===== config.mk =====
export PLATFORM = sky130hd
export DESIGN_NAME = uart_rx_flat
export DESIGN_NICKNAME = d
export VERILOG_FILES = /design/src/rtl/uart_rx_if.sv /design/src/rtl/uart_rx.sv /design/src/flat_wrapper.sv
export SDC_FILE = /design/constraint.sdc
export NUM_CORES = 1
export LEC_CHECK = 0
export CORE_MARGIN = 10
export CORE_UTILIZATION = 55
export DETAILED_ROUTE_END_ITERATION = 16
export DONT_BUFFER_PORTS = 1
export GPL_ROUTABILITY_DRIVEN = 0
export PLACE_DENSITY_LB_ADDON = 0.1
export SLEW_MARGIN = 40
export SYNTH_ARGS = -nofsm -noshare
export SYNTH_HDL_FRONTEND = slang
export SYNTH_SLANG_ARGS = --single-unit

===== constraint.sdc =====
create_clock -name i_clock -period 1.8 [get_ports i_clock]
set_input_delay 0.18 -clock i_clock [delete_from_list [all_inputs] [get_ports i_clock]]
set_output_delay 0.18 -clock i_clock [all_outputs]
set_load 0.005 [all_outputs]

===== src/rtl/uart_rx_if.sv =====
// Signal bundle between the UART receiver and its surroundings: baud tick and
// serial line in, received word and status pulses out.
interface uart_rx_if #(
  parameter int DATA_BITS = 8
);
  logic                 i_tick;
  logic                 i_rx;
  logic [DATA_BITS-1:0] o_data;
  logic                 o_rx_done;
  logic                 o_frame_error;
  logic                 o_parity_error;
  logic                 o_busy;

  modport slave (
    input  i_tick, i_rx,
    output o_data, o_rx_done, o_frame_error, o_parity_error, o_busy
  );

  modport master (
    output i_tick, i_rx,
    input  o_data, o_rx_done, o_frame_error, o_parity_error, o_busy
  );
endinterface


===== src/rtl/uart_rx.sv =====
// 16x-oversampling UART receiver: start, DATA_BITS LSB-first data bits, one stop bit.
// Define UART_RX_PARITY_EN to add an even-parity bit between data and stop.
module uart_rx #(
  parameter int DATA_BITS     = 8,
  parameter int TICKS_PER_BIT = 16,
  parameter int SYNC_STAGES   = 2
) (
  input  logic     i_clock,
  input  logic     i_reset,
  uart_rx_if.slave bus
);
  localparam int TW = (TICKS_PER_BIT > 1) ? $clog2(TICKS_PER_BIT) : 1;
  localparam int BW = $clog2(DATA_BITS + 1);
  localparam logic [TW-1:0] TICK_MID  = TW'(TICKS_PER_BIT / 2 - 1);
  localparam logic [TW-1:0] TICK_LAST = TW'(TICKS_PER_BIT - 1);
  localparam logic [BW-1:0] BIT_LAST  = BW'(DATA_BITS - 1);

  typedef enum logic [2:0] {
    S_IDLE, S_START, S_DATA, S_PARITY, S_STOP, S_WAIT_IDLE
  } state_t;

  logic [SYNC_STAGES-1:0] sync_q;
  logic                   rx_s;
  state_t                 state_q;
  logic [TW-1:0]          tick_q;
  logic [BW-1:0]          bit_q;
  logic [DATA_BITS-1:0]   shift_q;
  logic [DATA_BITS-1:0]   data_q;
  logic                   done_q;
  logic                   ferr_q;
  logic                   busy_q;
`ifdef UART_RX_PARITY_EN
  logic                   par_err_q;
  logic                   perr_q;
`else
  localparam logic        par_err_q = 1'b0;
  localparam logic        perr_q    = 1'b0;
`endif

  // Synchronizer presets to the idle level so reset never looks like a start bit
  always_ff @(posedge i_clock or posedge i_reset) begin
    if (i_reset) sync_q <= '1;
    else         sync_q <= {sync_q[SYNC_STAGES-2:0], bus.i_rx};
  end

  assign rx_s = sync_q[SYNC_STAGES-1];

  always_ff @(posedge i_clock or posedge i_reset) begin
    if (i_reset) begin
      state_q   <= S_IDLE;
      tick_q    <= '0;
      bit_q     <= '0;
      shift_q   <= '0;
      data_q    <= '0;
      done_q    <= 1'b0;
      ferr_q    <= 1'b0;
      busy_q    <= 1'b0;
`ifdef UART_RX_PARITY_EN
      par_err_q <= 1'b0;
      perr_q    <= 1'b0;
`endif
    end else begin
      done_q <= 1'b0;
      ferr_q <= 1'b0;
`ifdef UART_RX_PARITY_EN
      perr_q <= 1'b0;
`endif
      if (bus.i_tick) begin
        case (state_q)
          S_IDLE: begin
            if (!rx_s) begin
              state_q   <= S_START;
              tick_q    <= '0;
              busy_q    <= 1'b1;
`ifdef UART_RX_PARITY_EN
              par_err_q <= 1'b0;
`endif
            end
          end
          S_START: begin
            if (tick_q == TICK_MID) begin
              tick_q <= '0;
              bit_q  <= '0;
              if (!rx_s) begin
                state_q <= S_DATA;
              end else begin
                state_q <= S_IDLE;
                busy_q  <= 1'b0;
              end
            end else begin
              tick_q <= tick_q + 1'b1;
            end
          end
          S_DATA: begin
            if (tick_q == TICK_LAST) begin
              tick_q  <= '0;
              shift_q <= {rx_s, shift_q[DATA_BITS-1:1]};
              bit_q   <= bit_q + 1'b1;
              if (bit_q == BIT_LAST) begin
`ifdef UART_RX_PARITY_EN
                state_q <= S_PARITY;
`else
                state_q <= S_STOP;
`endif
              end
            end else begin
              tick_q <= tick_q + 1'b1;
            end
          end
`ifdef UART_RX_PARITY_EN
          S_PARITY: begin
            if (tick_q == TICK_LAST) begin
              tick_q    <= '0;
              par_err_q <= ^{shift_q, rx_s};
              state_q   <= S_STOP;
            end else begin
              tick_q <= tick_q + 1'b1;
            end
          end
`endif
          S_STOP: begin
            if (tick_q == TICK_LAST) begin
              tick_q <= '0;
`ifdef UART_RX_PARITY_EN
              perr_q <= par_err_q;
`endif
              if (rx_s) begin
                if (!par_err_q) begin
                  data_q <= shift_q;
                  done_q <= 1'b1;
                end
                state_q <= S_IDLE;
                busy_q  <= 1'b0;
              end else begin
                ferr_q  <= 1'b1;
                state_q <= S_WAIT_IDLE;
              end
            end else begin
              tick_q <= tick_q + 1'b1;
            end
          end
          // A break holds us here so a stuck-low line is not read as 0x00 frames
          S_WAIT_IDLE: begin
            if (rx_s) begin
              state_q <= S_IDLE;
              busy_q  <= 1'b0;
            end
          end
          default: begin
            state_q <= S_IDLE;
            busy_q  <= 1'b0;
          end
        endcase
      end
    end
  end

  assign bus.o_data         = data_q;
  assign bus.o_rx_done      = done_q;
  assign bus.o_frame_error  = ferr_q;
  assign bus.o_parity_error = perr_q;
  assign bus.o_busy         = busy_q;
endmodule


===== src/flat_wrapper.sv =====
// flat-port wrapper written by rule: the top's interface ports become plain ports
module uart_rx_flat 
#(
  parameter int DATA_BITS     = 8,
  parameter int TICKS_PER_BIT = 16,
  parameter int SYNC_STAGES   = 2
)
  (i_clock, i_reset, bus_i_tick, bus_i_rx, bus_o_data, bus_o_rx_done, bus_o_frame_error, bus_o_parity_error, bus_o_busy);
  uart_rx_if #(.DATA_BITS(DATA_BITS)) bus_i ();
  input  logic i_clock;
  input  logic i_reset;
  input wire logic [$bits(bus_i.i_tick)-1:0] bus_i_tick;
  input wire logic [$bits(bus_i.i_rx)-1:0] bus_i_rx;
  output wire logic [$bits(bus_i.o_data)-1:0] bus_o_data;
  output wire logic [$bits(bus_i.o_rx_done)-1:0] bus_o_rx_done;
  output wire logic [$bits(bus_i.o_frame_error)-1:0] bus_o_frame_error;
  output wire logic [$bits(bus_i.o_parity_error)-1:0] bus_o_parity_error;
  output wire logic [$bits(bus_i.o_busy)-1:0] bus_o_busy;
  assign bus_i.i_tick = bus_i_tick;
  assign bus_i.i_rx = bus_i_rx;
  assign bus_o_data = bus_i.o_data;
  assign bus_o_rx_done = bus_i.o_rx_done;
  assign bus_o_frame_error = bus_i.o_frame_error;
  assign bus_o_parity_error = bus_i.o_parity_error;
  assign bus_o_busy = bus_i.o_busy;
  uart_rx #(.DATA_BITS(DATA_BITS), .TICKS_PER_BIT(TICKS_PER_BIT), .SYNC_STAGES(SYNC_STAGES)) u_core (.i_clock(i_clock), .i_reset(i_reset), .bus(bus_i));
endmodule

; Word level (Yosys, flattened, before mapping)
; Index checks and enable logic that the tools add are counted.
[op_classes]
bitwise = 1
eq_ne = 13
muxes = 29
reduce_logical = 10
add_sub_neg = 2
[ops]
columns = op, n
row1 = 3-bit 2-to-1 mux, 7
row2 = 4-bit 2-to-1 mux, 5
row3 = 3-bit case mux with 5 select lines, 1
row4 = 1-bit 2-to-1 mux, 12
row5 = 4-bit case mux with 3 select lines, 1
row6 = "2-bit by 1-bit != test with 1-bit output, second input constant", 5
row7 = "4-bit by 1-bit adder with 4-bit output, second input constant", 2
row8 = "4-bit by 3-bit == test with 1-bit output, second input constant", 2
row9 = 4-bit case mux with 2 select lines, 1
row10 = 4-bit AND reduction, 2
row11 = 7-bit AND reduction, 1
row12 = "3-bit == test, second input constant", 2
row13 = 3-bit AND reduction, 2
row14 = 1-bit case mux with 5 select lines, 1
row15 = 5-bit AND reduction, 1
row16 = "4-bit == test, second input constant", 1
row17 = "3-bit by 1-bit == test with 1-bit output, second input constant", 1
row18 = "3-bit by 2-bit == test with 1-bit output, second input constant", 1
row19 = 3-bit logical NOT, 1
row20 = 3-bit nonzero test, 1
row21 = 2-bit 2-to-1 mux, 1
row22 = "2-bit != test, second input constant", 1
row23 = 2-bit nonzero test, 1
row24 = 2-bit OR reduction, 1
row25 = 1-bit NOT, 1
[totals]
reg_bits = 32
inputBits = 4
out_inout_bits = 12
word_cells = 64

; Depth between registers and ports, before layout
; Gate-level depths: netlist of the first run.
[logic_depth]
depth_word = 4
depth_mapped = 6
mapped_depth_nobuf = 5

; Least setup slack after synthesis of the first run
; OpenSTA, ideal clock, no wires.
[synth_path]
path_kind = register to register
start = register u_core.tick_q[0]
end = register u_core.data_q[0] (netlist: u_core.bus.o_data[0])
t_required_ns = 1.675
period_less_slack_ns = 1.678
path_buffers = 1
stages_incl_launch_ff = 7
setup_time_ns = 0.125
setup_slack_ns = 0.122
t_arrival_ns = 1.553
path_cell_list = dfrtp_1 > ha_1 > and3_1 > nand4_1 > nor3b_1 > buf_4 > mux2_2
[synth_between]
elab_chain_len = 2
[synth_rtl]
columns = item, line_no
row1 = "start, declared", uart_rx.sv:25  ; logic [TW-1:0] tick_q;
row2 = "start signal, assigned", uart_rx.sv:91  ; tick_q <= tick_q + 1'b1;
row3 = "start signal, assigned", uart_rx.sv:107  ; tick_q <= tick_q + 1'b1;
row4 = "start signal, assigned", uart_rx.sv:139  ; tick_q <= tick_q + 1'b1;
row5 = 4-bit == test, uart_rx.sv:122  ; if (tick_q == TICK_LAST) begin
row6 = 4-bit AND reduction (no source line), n/a
row7 = "end signal, assigned", uart_rx.sv:129  ; data_q <= shift_q;
row8 = "end, declared", uart_rx.sv:28  ; logic [DATA_BITS-1:0] data_q;
; No other way between the ends.
; A chain may end at the register's enable or synchronous reset.

; Final worst setup path of the first run
[layout_path]
start = register u_core.state_q[2]
end = register u_core.tick_q[2]
[layout_between]
elab_chain_len = 4
word_cells_on_any_way = 9
classes_between = eq/ne: 4 / mux: 1 / reduce/logical: 4
[layout_rtl]
columns = item, line_no
row1 = "start, declared", uart_rx.sv:24  ; state_t state_q;
row2 = "start signal, assigned", uart_rx.sv:50  ; state_q <= S_IDLE;
row3 = "start signal, assigned", uart_rx.sv:72  ; state_q <= S_START;
row4 = "start signal, assigned", uart_rx.sv:85  ; state_q <= S_DATA;
row5 = 3-bit by 2-bit == test with 1-bit output / 3-bit == test (equally long branches), uart_rx.sv:69  ; case (state_q)
row6 = 2-bit OR reduction (no source line), n/a
row7 = 3-bit nonzero test (no source line), n/a
row8 = 3-bit AND reduction (no source line), n/a
; Several ways; a longest one is shown, not always the timed one.

==> results of run 1 <==
-- power groups by stage --
stage                     clock (W)  sequential [W]  combinational, W
after floorplan                   0        0.000940          0.000320
after detailed placement          0        0.000982          0.000460
after global placement            0        0.000972          0.000439
final                      0.000439        0.000965          0.000519
after global routing       0.000487        0.000980          0.000574
after CTS                  0.000451        0.000966          0.000469
-- logic make-up after synthesis --
group,Yosys count,share of synthesized area [%]
compound gates,29,12.13
xor+xnor,3,1.676
fa+ha+maj,3,2.314
buf+inv,16,5.108
flops,32,51.24
mux,18,12.85
other cells,1,0.2392
simple gates,37,14.45
-- cells in the final DEF (no fill, tap or decap), types with 2 or more instances in the layout --
cell type	count
nor3_1	2
dfrtp_1	30
o22ai_1	3
a21oi_1	4
dfstp_2	2
clkbuf_4	5
nand4_1	5
buf_4	20
nor2_1	3
inv_1	6
dlygate4sd3_1	3
or4_1	2
nand2_1	6
a211oi_1	2
nand3_1	5
mux2_2	17
ha_1	2
nand2b_1	2
o21ai_0	10
xor2_1	3
-- critical path: stages, from the launching register on --
cell and delay [ns]:
dfrtp_1 0.55, maj3_2 0.41, a211oi_2 0.42, a21oi_1 0.13, a21oi_1 0.16
-- per-stage QoR --
step                      cells  cell area, µm²  TNS (ns)  utilization (%)
after floorplan             139            1568         0                -
after global placement      177            1689         0            61.78
after detailed placement    177            1689         0            61.78
after CTS                   188            1787         0            65.35
after global routing        192            1822   -0.2115            66.64
final                       192            1822         0            66.64
-- path summary, 6_finish.rpt --
check	from	slack, ns	endpoint
setup / recovery	u_core.state_q[2]	0.04	u_core.tick_q[2]
hold / removal	bus_i_tick	0.05	u_core.state_q[2]
setup reg to reg	u_core.state_q[2]	0.04	u_core.tick_q[2]
hold reg to reg	u_core.sync_q[0]	0.37	u_core.sync_q[1]
max in group asynchronous	i_reset	0.83	u_core.sync_q[1]
min in group asynchronous	i_reset	0.34	u_core.state_q[2]
-- timing repair --
item / CTS / global route
pin swaps: 0 / 2
resized for setup: 1 / 1
hold buffers: 3 / 0
hold endpoints to repair: 17 / 0
setup endpoints to repair: 3 / 11
buffers inserted: 0 / 4
-- state kept, by name, summed over array words and instances, names as in the netlist --
register                  flops
u_core.bit_q                  4
u_core.bus.o_busy             1
u_core.bus.o_data             8
u_core.bus.o_frame_error      1
u_core.bus.o_rx_done          1
u_core.shift_q                8
u_core.state_q                3
u_core.sync_q                 2
u_core.tick_q                 4
-- layer usage --
layer  routed length [µm]  global-route usage, %
met2                 1682                  21.11
met3                  188                  5.114
met1                 1486                  15.57
met4                   40                  6.418
met5                    0                      0
-- layout make-up --
type | instances | area [µm²]
clock buffer | 7 | 55.05
clock inverter | 1 | 7.507
fill | 212 | 912.1
inverter | 6 | 22.52
multi-input combinational | 91 | 694.4
sequential | 32 | 803.3
tap | 31 | 38.79
timing repair buffer | 24 | 200.2
==> run summary, run 1 <==
Synthesis
* 51.24% — sequential element share of the synthesized area
* 47.89% — fraction of post-synthesis cell area in the top cell type by area
* 145 — net count after synthesis
* 0 — count of flip-flops with a built-in enable after synthesis
* 43 — Distinct cells, synth
* 139 — number of instances in the synthesized netlist
* dfrtp_1 — dominant cell by count in the synthesized netlist
* 0 — synth warn
* dfrtp_1 (30), mux2_2 (17), o21ai_0 (10) — most frequent cells after synthesis
* 32 — number of flip-flops and latches in the synthesized netlist
* dfrtp_1 — top flip-flop cell by instance count after synthesis
* 100.0% — proportion of synthesized flip-flops having asynchronous set or reset
* dfrtp_1 (48%), mux2_2 (12%), dfstp_2 (3.4%), o21ai_0 (3.2%), nand4_1 (2.0%) — biggest area contributors in the synthesized netlist
* dfrtp_1 — dominant cell type by area after synthesis
* 0.001568 mm² — Cell Area, Synth
* 11.28 µm² — mean area per synthesized cell

Timing
* 0 — final max-slew violation count
* 0 — number of endpoints failing setup at the final stage
* 569.1 MHz — peak clock frequency supported by timing
* 0.04277 ns — setup slack of the critical path after layout
* 0.008148 ns — clock skew
* true — setup repair after global routing missed its margin
* 60.52% — Max-slew headroom
* 97.62% — share of the clock period used by the worst path after layout
* 1.757 ns — crit path time final
* 0 — number of endpoints with negative hold slack in the final report
* 0.04894 ns — hold slack final
* 0.5916 ns — transition time at the pin with the least slew margin

CTS
* 5 — number of buffers inserted during clock tree synthesis
* 0.34 ns — clock latency at the later pin of the worst-skew pair
* 2 — Clock H-tree levels
* 32 — # clock sinks
* built — TritonCTS clock tree
* 0.10 ns — clock-pin transition on the worst setup and hold timing paths
* 2 — number of buffers on the longest clock path
* clkbuf_4 — root buffer cell

Routing
* 1164 — Via Count
* 3.398 mm — Routed Wire Length
* 134 — starting DRC count in detailed routing
* 6.063 — number of vias per cell after detailed routing
* 0 — antenna violation net count after detailed routing
* 4 — TritonRoute pass-1 iters
* 17.70 µm — wire per inst
* 0 — total DRC errors in the routed layout

Final layout
* 16.20% — area delta synth->final
* 166 — Final #Nets
* 0 — # diodes
* 33.54% — fraction of final layout cells sized beyond drive strength 1

Worst setup path
* 2.01 ns — data arrival at the endpoint of the critical path
* flip-flop — Worst setup EP type
* flip-flop to flip-flop — type of the setup path with the least slack
* 2.05 ns — required time reported for the critical path endpoint
* 11 — critical path fanouts, max
* flip-flop — kind of launch point of the worst setup path
* 4 — worst reg-to-reg path cell count

Floorplan
* 73.39 µm — die span in y
* 16 — I/O pin cnt
* 73.39 µm — chip width
* 57.35% — initial standard-cell utilization of the core
* 0.002734 mm² — Std-Cell Core Area
* 19 — FP Rows
* 0.005386 mm² — full die area

Hold path
* 3 — WHS Path Cells
* input pin to flip-flop — Tightest Hold Check Type

Placed design
* 2.466 mm — DP Wirelength
* 0 — input/output buffers
* 0.01423 ns — DP Worst Slack

Pwr
* 0.001311 W — cell internal power dissipation
* 22.8% — part of the total power dissipated in the clock network
* 50.2% — sequential share of power
* 27.0% — proportion of power drawn by combinational gates
* 0.0006116 W — power dissipated by switching net loads
* 31.81% — switching fraction of total power
* 0.001922 W — power consumption
* 1055 mW/mm² — power per cell area
* 0.8295 nW — Static Leak
* 0.9872 mV — largest voltage drop on the vdd net

Global routing
* 5.644 mm — first-pass GRT wire length
* 1205 — vias in the first global route
* 13.36% — total routing resource utilization after global routing
* 0 — Remaining Overflow, GRT
* 0 — number of antenna violations at the first check in global routing
* 17 — maximum number of pins on one net before global-route repair

Run
* 0 — reported max-cap violation count

Run status
* finished, final reports clean — status

Note: power is estimated with default switching activity, not from simulation.
==> run 2, diff against run 1 <==
Settings changed: ABC_AREA set to 1.
==> run 2 against run 1 <==
Against the previous run:
- worst hold slack gained 0.014 ns
- critical path depth grew 2
- largest cell class unchanged
- clock skew grew 0.0011 ns
- clock power grew 4.6%
- utilization shrank 7.4 points
- via count grew 4.0%
- design area shrank 2.4%
- critical endpoint is now u_core.shift_q[6]
- critical path type unchanged
- die area grew 6.0%
- sequential power shrank 7.6%
- setup slack gained 0.21 ns
- power grew 8.0%
- sequential share of layout area grew 1.1 points
==> run summary, run 2 <==
Synthesis
* 0 — synth warn, unchanged
* 100.0% — proportion of synthesized flip-flops having asynchronous set or reset, unchanged
* 190 — number of instances in the synthesized netlist, +37%
* dfrtp_1 — top flip-flop cell by instance count after synthesis
* dfrtp_1 — dominant cell type by area after synthesis
* 8.936 µm² — mean area per synthesized cell, -21%
* dfrtp_1 (44%), nand2_1 (12%), o21ai_2 (7.7%), nor2_4 (4.0%), nand3_1 (3.8%) — biggest area contributors in the synthesized netlist
* 0.001698 mm² — Cell Area, Synth, +8.3%
* nand2_1 — dominant cell by count in the synthesized netlist
* 32 — number of flip-flops and latches in the synthesized netlist, unchanged
* nand2_1 (53), dfrtp_1 (30), inv_1 (16) — most frequent cells after synthesis
* 44.22% — fraction of post-synthesis cell area in the top cell type by area, -3.7 points
* 0 — count of flip-flops with a built-in enable after synthesis, unchanged
* 24 — Distinct cells, synth, -44%
* 196 — net count after synthesis, +35%
* 47.31% — sequential element share of the synthesized area, -3.9 points

Worst setup path
* flip-flop — Worst setup EP type
* 2.03 ns — required time reported for the critical path endpoint, -0.02 ns
* flip-flop to flip-flop — type of the setup path with the least slack
* 0 — critical path buffer and inverter count, unchanged
* ha_1, nand3_4, nor2_4, nand2_2, nand2_1, o21ai_2 — cells along the critical path
* flip-flop — kind of launch point of the worst setup path
* 0.38 ns — maximum single-stage delay on the critical path, -0.17 ns
* 16 — critical path fanouts, max, +5
* dfrtp_1 — Crit-path slowest cell
* simple AND/OR/NAND/NOR gates — cell class contributing the biggest share of worst-path delay
* 1.78 ns — data arrival at the endpoint of the critical path, -0.23 ns

Global routing
* 12.30% — total routing resource utilization after global routing, -1.1 points
* 5.354 mm — first-pass GRT wire length, -5.1%
* 1182 — vias in the first global route, -1.9%
* 0 — number of antenna violations at the first check in global routing, unchanged
* 0 — Remaining Overflow, GRT, unchanged
* 26 — maximum number of pins on one net before global-route repair, +9

Timing
* 648.1 MHz — peak clock frequency supported by timing, +14%
* 1.543 ns — crit path time final, -0.2143 ns
* 85.72% — share of the clock period used by the worst path after layout, -12 points
* 0 — number of endpoints with negative hold slack in the final report, unchanged
* 0 — final max-slew violation count, unchanged
* 0 — number of endpoints failing setup at the final stage, unchanged
* false — setup repair after global routing missed its margin
* 0.009287 ns — clock skew, +0.001139 ns
* 0 ns — aggregate negative setup slack, unchanged

Run status
* finished, final reports clean — status

Final layout
* 0 — # diodes, unchanged
* 25.51% — fraction of final layout cells sized beyond drive strength 1, -8.0 points
* 59.21% — share of the core filled with cells in the final layout, -7.4 points
* 0.001778 mm² — final non-filler cell area, -2.4%
* 201 — Final #Nets, +21%
* nand2_1 — most frequent standard cell in the layout excluding fill and tap cells
* 4.717% — area delta synth->final
* 273 — Filler Cells Inserted, +29%
* nand2_1 (53), dfrtp_1 (30), inv_1 (16) — top library cells by usage in the layout, fill and taps aside

Placed design
* 0 — input/output buffers, unchanged
* 2.310 mm — DP Wirelength, -6.3%
* 0.001692 mm² — placed inst area, +0.15%

Hold path
* input pin to flip-flop — Tightest Hold Check Type

CTS
* 0.11 ns — clock-pin transition on the worst setup and hold timing paths, about the same
* 0 — post-cts sizing count, -1
* 2 — number of buffers on the longest clock path, unchanged
* 32 — # clock sinks, unchanged
* 5 — number of buffers inserted during clock tree synthesis, unchanged
* 0.34 ns — clock latency at the later pin of the worst-skew pair, about the same
* 2 — Clock H-tree levels, unchanged
* built — TritonCTS clock tree
* clkbuf_4 — root buffer cell

Pwr
* 43.0% — sequential share of power, -7.2 points
* 0.8416 nW — Static Leak, +1.5%
* 1168 mW/mm² — power per cell area, +11%
* 0.0008557 W — power dissipated by switching net loads, +40%
* 22.1% — part of the total power dissipated in the clock network, -0.7 points
* 0.001221 W — cell internal power dissipation, -6.8%
* 41.20% — switching fraction of total power, +9.4 points
* 35.0% — proportion of power drawn by combinational gates, +8.0 points
* 0.5642 mV — largest voltage drop on the vdd net, -43%

Routing
* 4 — TritonRoute pass-1 iters, unchanged
* 5.288 — number of vias per cell after detailed routing, -13%
* 3.011 mm — Routed Wire Length, -11%
* 1211 — Via Count, +4.0%
* 0 — total DRC errors in the routed layout, unchanged
* 13.15 µm — wire per inst, -26%
* 0 — antenna violation net count after detailed routing, unchanged
* 75 — starting DRC count in detailed routing, -44%

Floorplan
* 0.003003 mm² — Std-Cell Core Area, +9.8%
* 75.56 µm — die span in y, +3.0%
* 56.54% — initial standard-cell utilization of the core, -0.80 points
* 75.56 µm — chip width, +3.0%
* 20 — FP Rows, +1
* 0.005709 mm² — full die area, +6.0%
* 16 — I/O pin cnt, unchanged

Run
* 0 — reported max-cap violation count, unchanged

[run 2: cell types whose count changed in the layout (fill, tap and decap cells not counted), moves of 4 or more]
cell,previous run,this run
buf_4,20,1
inv_1,6,16
mux2_2,17,0
nand2_1,6,53
nand2_2,1,8
nand3_1,5,13
nand4_1,5,0
nor2_1,3,10
nor2_2,0,4
nor2_4,1,6
o21ai_2,0,15
[run 2: layout make-up]
type | count | area [µm²] | area share (%)
clock inverter | 2 | 15.01 | 0.8445
clock buffer | 6 | 51.30 | 2.885
multi-input combinational | 134 | 768.2 | 43.21
sequential | 32 | 803.3 | 45.18
inverter | 19 | 71.32 | 4.011
timing repair buffer | 3 | 27.53 | 1.548
tap | 33 | 41.29 | 2.322
[run 2: metrics by stage]
stage	worst slack [ns]	std cells	total power, W	hold WS [ns]
detailed placement	0.2380	219	0.001632	0.02252
finish	0.2571	229	0.002077	0.06329
global placement	0.2621	219	0.001619	0.02208
floorplan	0.4343	190	0.001535	0.1845
CTS	0.2284	229	0.002094	0.05414
global route	0.1194	229	0.002249	0.05565
[run 2: cells by family (layout without fill, tap and decap cells)]
| group | count (synthesis) | count (layout) | share of synthesized area (%) |
|---|---|---|---|
| flip-flops | 32 | 32 | 47.31 |
| buffers and inverters | 24 | 30 | 7.443 |
| adder cells (fa/ha/maj) | 2 | 2 | 1.474 |
| AND/OR/NAND/NOR | 101 | 101 | 30.51 |
| AO/OA/AOI/OAI | 26 | 26 | 10.98 |
| other | 1 | 1 | 0.2209 |
| XOR/XNOR | 4 | 4 | 2.064 |
[run 2: power by group through the flow]
stage / Clock (W) / Sequential (W) / Combinational, W
floorplan: 0 / 0.000854 / 0.000681
global placement: 0 / 0.000903 / 0.000716
detailed placement: 0 / 0.000907 / 0.000725
CTS: 0.000468 / 0.000893 / 0.000733
global route: 0.000507 / 0.000910 / 0.000832
finish: 0.000459 / 0.000892 / 0.000726
[run 2: tightest hold or removal path, cell delays in order]
cell,delay [ns]
nand2_1,0.06
o21ai_0,0.08
nand2_1,0.05
[run 2: path summary, 6_finish.rpt]
path                                  start                  endpoint  slack (ns)  depth (start not counted)
max                        u_core.tick_q[0]         u_core.shift_q[6]        0.26                          6
min                              bus_i_tick         u_core.bus.o_busy        0.06                          3
max reg2reg                u_core.tick_q[0]         u_core.shift_q[6]        0.26                          6
min reg2reg                u_core.sync_q[0]          u_core.sync_q[1]        0.38                          0
max in group asynchronous           i_reset          u_core.sync_q[0]        0.94                          3
min in group asynchronous           i_reset  u_core.bus.o_frame_error        0.21                          2
[run 2: what timing repair did]
action                    CTS  global route
hold endpoints to repair    8             0
hold buffers                2             0
setup buffers               0             0
[run 2: layer usage]
| layer | track usage [%] | vias to the layer above | routed length, µm |
|---|---|---|---|
| met2 | 20.11 | 21 | 1487 |
| met3 | 4.818 | 5 | 169 |
| met5 | 0 | - | 0 |
| li1 | - | 604 | - |
| met1 | 14.31 | 581 | 1313 |
| met4 | 4.330 | 0 | 40 |
==> run 3, diff against run 2 <==
Settings changed: GPL_TIMING_DRIVEN set to 0.
==> run 3 against run 2 <==
Against the previous run:
- routed wire length is 2.9% higher
- critical path depth is 1 higher
- combinational power is 9.5% higher
- first-iteration DRC count is 13% higher
- non-clock buffer count is 4 higher
- largest cell class unchanged
==> run summary, run 3 (same netlist as run 2, synthesis figures left out) <==
Worst setup path
* 0.26 ns — FF-to-FF setup slack, about the same
* 1.77 ns — data arrival at the endpoint of the critical path, about the same
* dfrtp_1 — Crit-path slowest cell
* u_core.bus.o_data[7] — capture instance of the worst register-to-register path
* 7 — worst reg-to-reg path cell count, +1
* ha_1, nand3_4, nor2_4, nand3_4, buf_6, nand2_1, o21ai_2 — cells along the critical path
* 2.03 ns — required time reported for the critical path endpoint, about the same
* simple AND/OR/NAND/NOR gates — cell class contributing the biggest share of worst-path delay
* nand3_4 — cell occurring most often along the worst timing path
* flip-flop to flip-flop — type of the setup path with the least slack
* 0.39 ns — maximum single-stage delay on the critical path, about the same
* u_core.tick_q[0] — launching point of the worst reg2reg path
* 1 — critical path buffer and inverter count, +1
* flip-flop — Worst setup EP type
* flip-flop — kind of launch point of the worst setup path
* 10 — critical path fanouts, max, -6

Hold path
* 3 — WHS Path Cells, unchanged
* bus_i_tick — startpoint of the worst hold path
* u_core.bus.o_busy — sink of the worst hold path
* input pin to flip-flop — Tightest Hold Check Type

Timing
* 0.008064 ns — clock skew, -0.001223 ns
* 0 — number of endpoints with negative hold slack in the final report, unchanged
* 0.6557 ns — transition time at the pin with the least slew margin
* 1.539 ns — crit path time final, -0.004014 ns
* 649.8 MHz — peak clock frequency supported by timing, +0.26%
* 0 ns — aggregate negative setup slack, unchanged
* 85.49% — share of the clock period used by the worst path after layout, -0.22 points
* 0 — final max-slew violation count, unchanged
* 56.22% — Max-slew headroom
* 0 — number of endpoints failing setup at the final stage, unchanged
* false — setup repair after global routing missed its margin

Placed design
* 223 — Inst Count DP, +1.8%
* 0 — input/output buffers, unchanged
* 2.315 mm — DP Wirelength, +0.23%

Floorplan
* 0.003003 mm² — Std-Cell Core Area, unchanged
* 56.54% — initial standard-cell utilization of the core, unchanged
* 75.56 µm — chip width, unchanged
* 0.005709 mm² — full die area, unchanged
* 16 — I/O pin cnt, unchanged
* 75.56 µm — die span in y, unchanged
* 20 — FP Rows, unchanged

Global routing
* 1251 — vias in the first global route, +5.8%
* 0 — Remaining Overflow, GRT, unchanged
* 33 — maximum number of pins on one net before global-route repair, +27%
* 5.437 mm — first-pass GRT wire length, +1.6%
* 0 — number of antenna violations at the first check in global routing, unchanged
* 12.52% — total routing resource utilization after global routing, +0.22 points

CTS
* 0.33 ns — clock latency at the later pin of the worst-skew pair, about the same
* 5 — number of buffers inserted during clock tree synthesis, unchanged
* 0 — Post-CTS Repair Setup Buffers, unchanged
* built — TritonCTS clock tree
* 32 — # clock sinks, unchanged
* 2 — number of buffers on the longest clock path, unchanged
* clkbuf_4 — root buffer cell
* 0.10 ns — clock-pin transition on the worst setup and hold timing paths, about the same
* 2 — Clock H-tree levels, unchanged
* 0 — post-cts sizing count, unchanged

Routing
* 5.215 — number of vias per cell after detailed routing, -1.4%
* 4 — TritonRoute pass-1 iters, unchanged
* 0 — antenna violation net count after detailed routing, unchanged
* 13.30 µm — wire per inst, +1.1%
* 3.098 mm — Routed Wire Length, +2.9%
* 85 — starting DRC count in detailed routing, +13%
* 1215 — Via Count, +0.33%
* 0 — total DRC errors in the routed layout, unchanged

Final layout
* 8.106% — area delta synth->final
* nand2_1 (53), dfrtp_1 (30), inv_1 (15), o21ai_2 (15), nand3_1 (13) — top library cells by usage in the layout, fill and taps aside
* 205 — Final #Nets, +2.0%
* nand2_1 — most frequent standard cell in the layout excluding fill and tap cells
* 27.00% — fraction of final layout cells sized beyond drive strength 1, +1.5 points
* 0 — # diodes, unchanged
* 233 — Layout Cells excl Fill, +1.7%

Pwr
* 0.5075 mV — largest voltage drop on the vdd net, -10%
* 0.8779 nW — Static Leak, +4.3%
* 1187 mW/mm² — power per cell area, +1.6%

Run
* 0 — reported max-cap violation count, unchanged

Run status
* finished, final reports clean — status

-- run 3: layout make-up --
class,count,area [µm²]
clock buffers,6,41.29
inverters,19,71.32
repair buffers,2,20.02
plain buffers,5,55.05
flip-flops and latches,32,803.3
clock inverters,2,35.03
multi-input cells,134,768.2
well taps,33,41.29
fillers,283,1167
-- run 3: report_power, final --
part	switching, W	internal, W
Clock	0.000239	0.000291
Combinational	0.000515	0.000280
Sequential	0.0000691	0.000785
Total	0.000823	0.00136
-- run 3: how the worst max path moves through the flow --
stage / from / end / slack (ns) / cells after the start
2_1_floorplan: u_core.tick_q[0] / u_core.bus.o_data[1] / 0.43 / 7
3_3_place_gp: u_core.tick_q[0] / u_core.bus.o_data[7] / 0.29 / 7
3_5_place_dp: u_core.tick_q[0] / u_core.bus.o_data[1] / 0.27 / 7
4_1_cts: u_core.tick_q[0] / u_core.bus.o_data[7] / 0.26 / 7
5_1_grt: u_core.tick_q[0] / u_core.state_q[1] / 0.12 / 8
6_report: u_core.tick_q[0] / u_core.bus.o_data[7] / 0.26 / 7
-- run 3: stage by stage --
step | util, % | instance area, µm² | worst slack (ns) | hold slack (ns) | total power [W]
global route | 61.12 | 1836 | 0.1195 | 0.07431 | 0.002350
floorplan | - | 1698 | 0.4343 | 0.1845 | 0.001535
detailed placement | 57.92 | 1739 | 0.2658 | 0.1846 | 0.001666
CTS | 61.12 | 1836 | 0.2624 | 0.06111 | 0.002212
global placement | 57.92 | 1739 | 0.2906 | 0.1846 | 0.001645
finish | 61.12 | 1836 | 0.2611 | 0.07285 | 0.002179
-- run 3: worst min-delay path, stage by stage --
cell and delay [ns]:
nand2_1 0.06, o21ai_0 0.08, nand2_1 0.05
-- run 3: routing by layer --
layer	vias to the layer above	GRT usage [%]	wire length [µm]
met4	0	6.598	55
met2	20	21.34	1610
li1	616	-	-
met1	571	13.23	1264
met5	-	0	0
met3	8	4.557	168
-- run 3: timing repair --
action	4_1_cts	5_1_grt
setup endpoints to repair	0	0
endpoints found under the hold margin	31	0
hold buffers	2	0
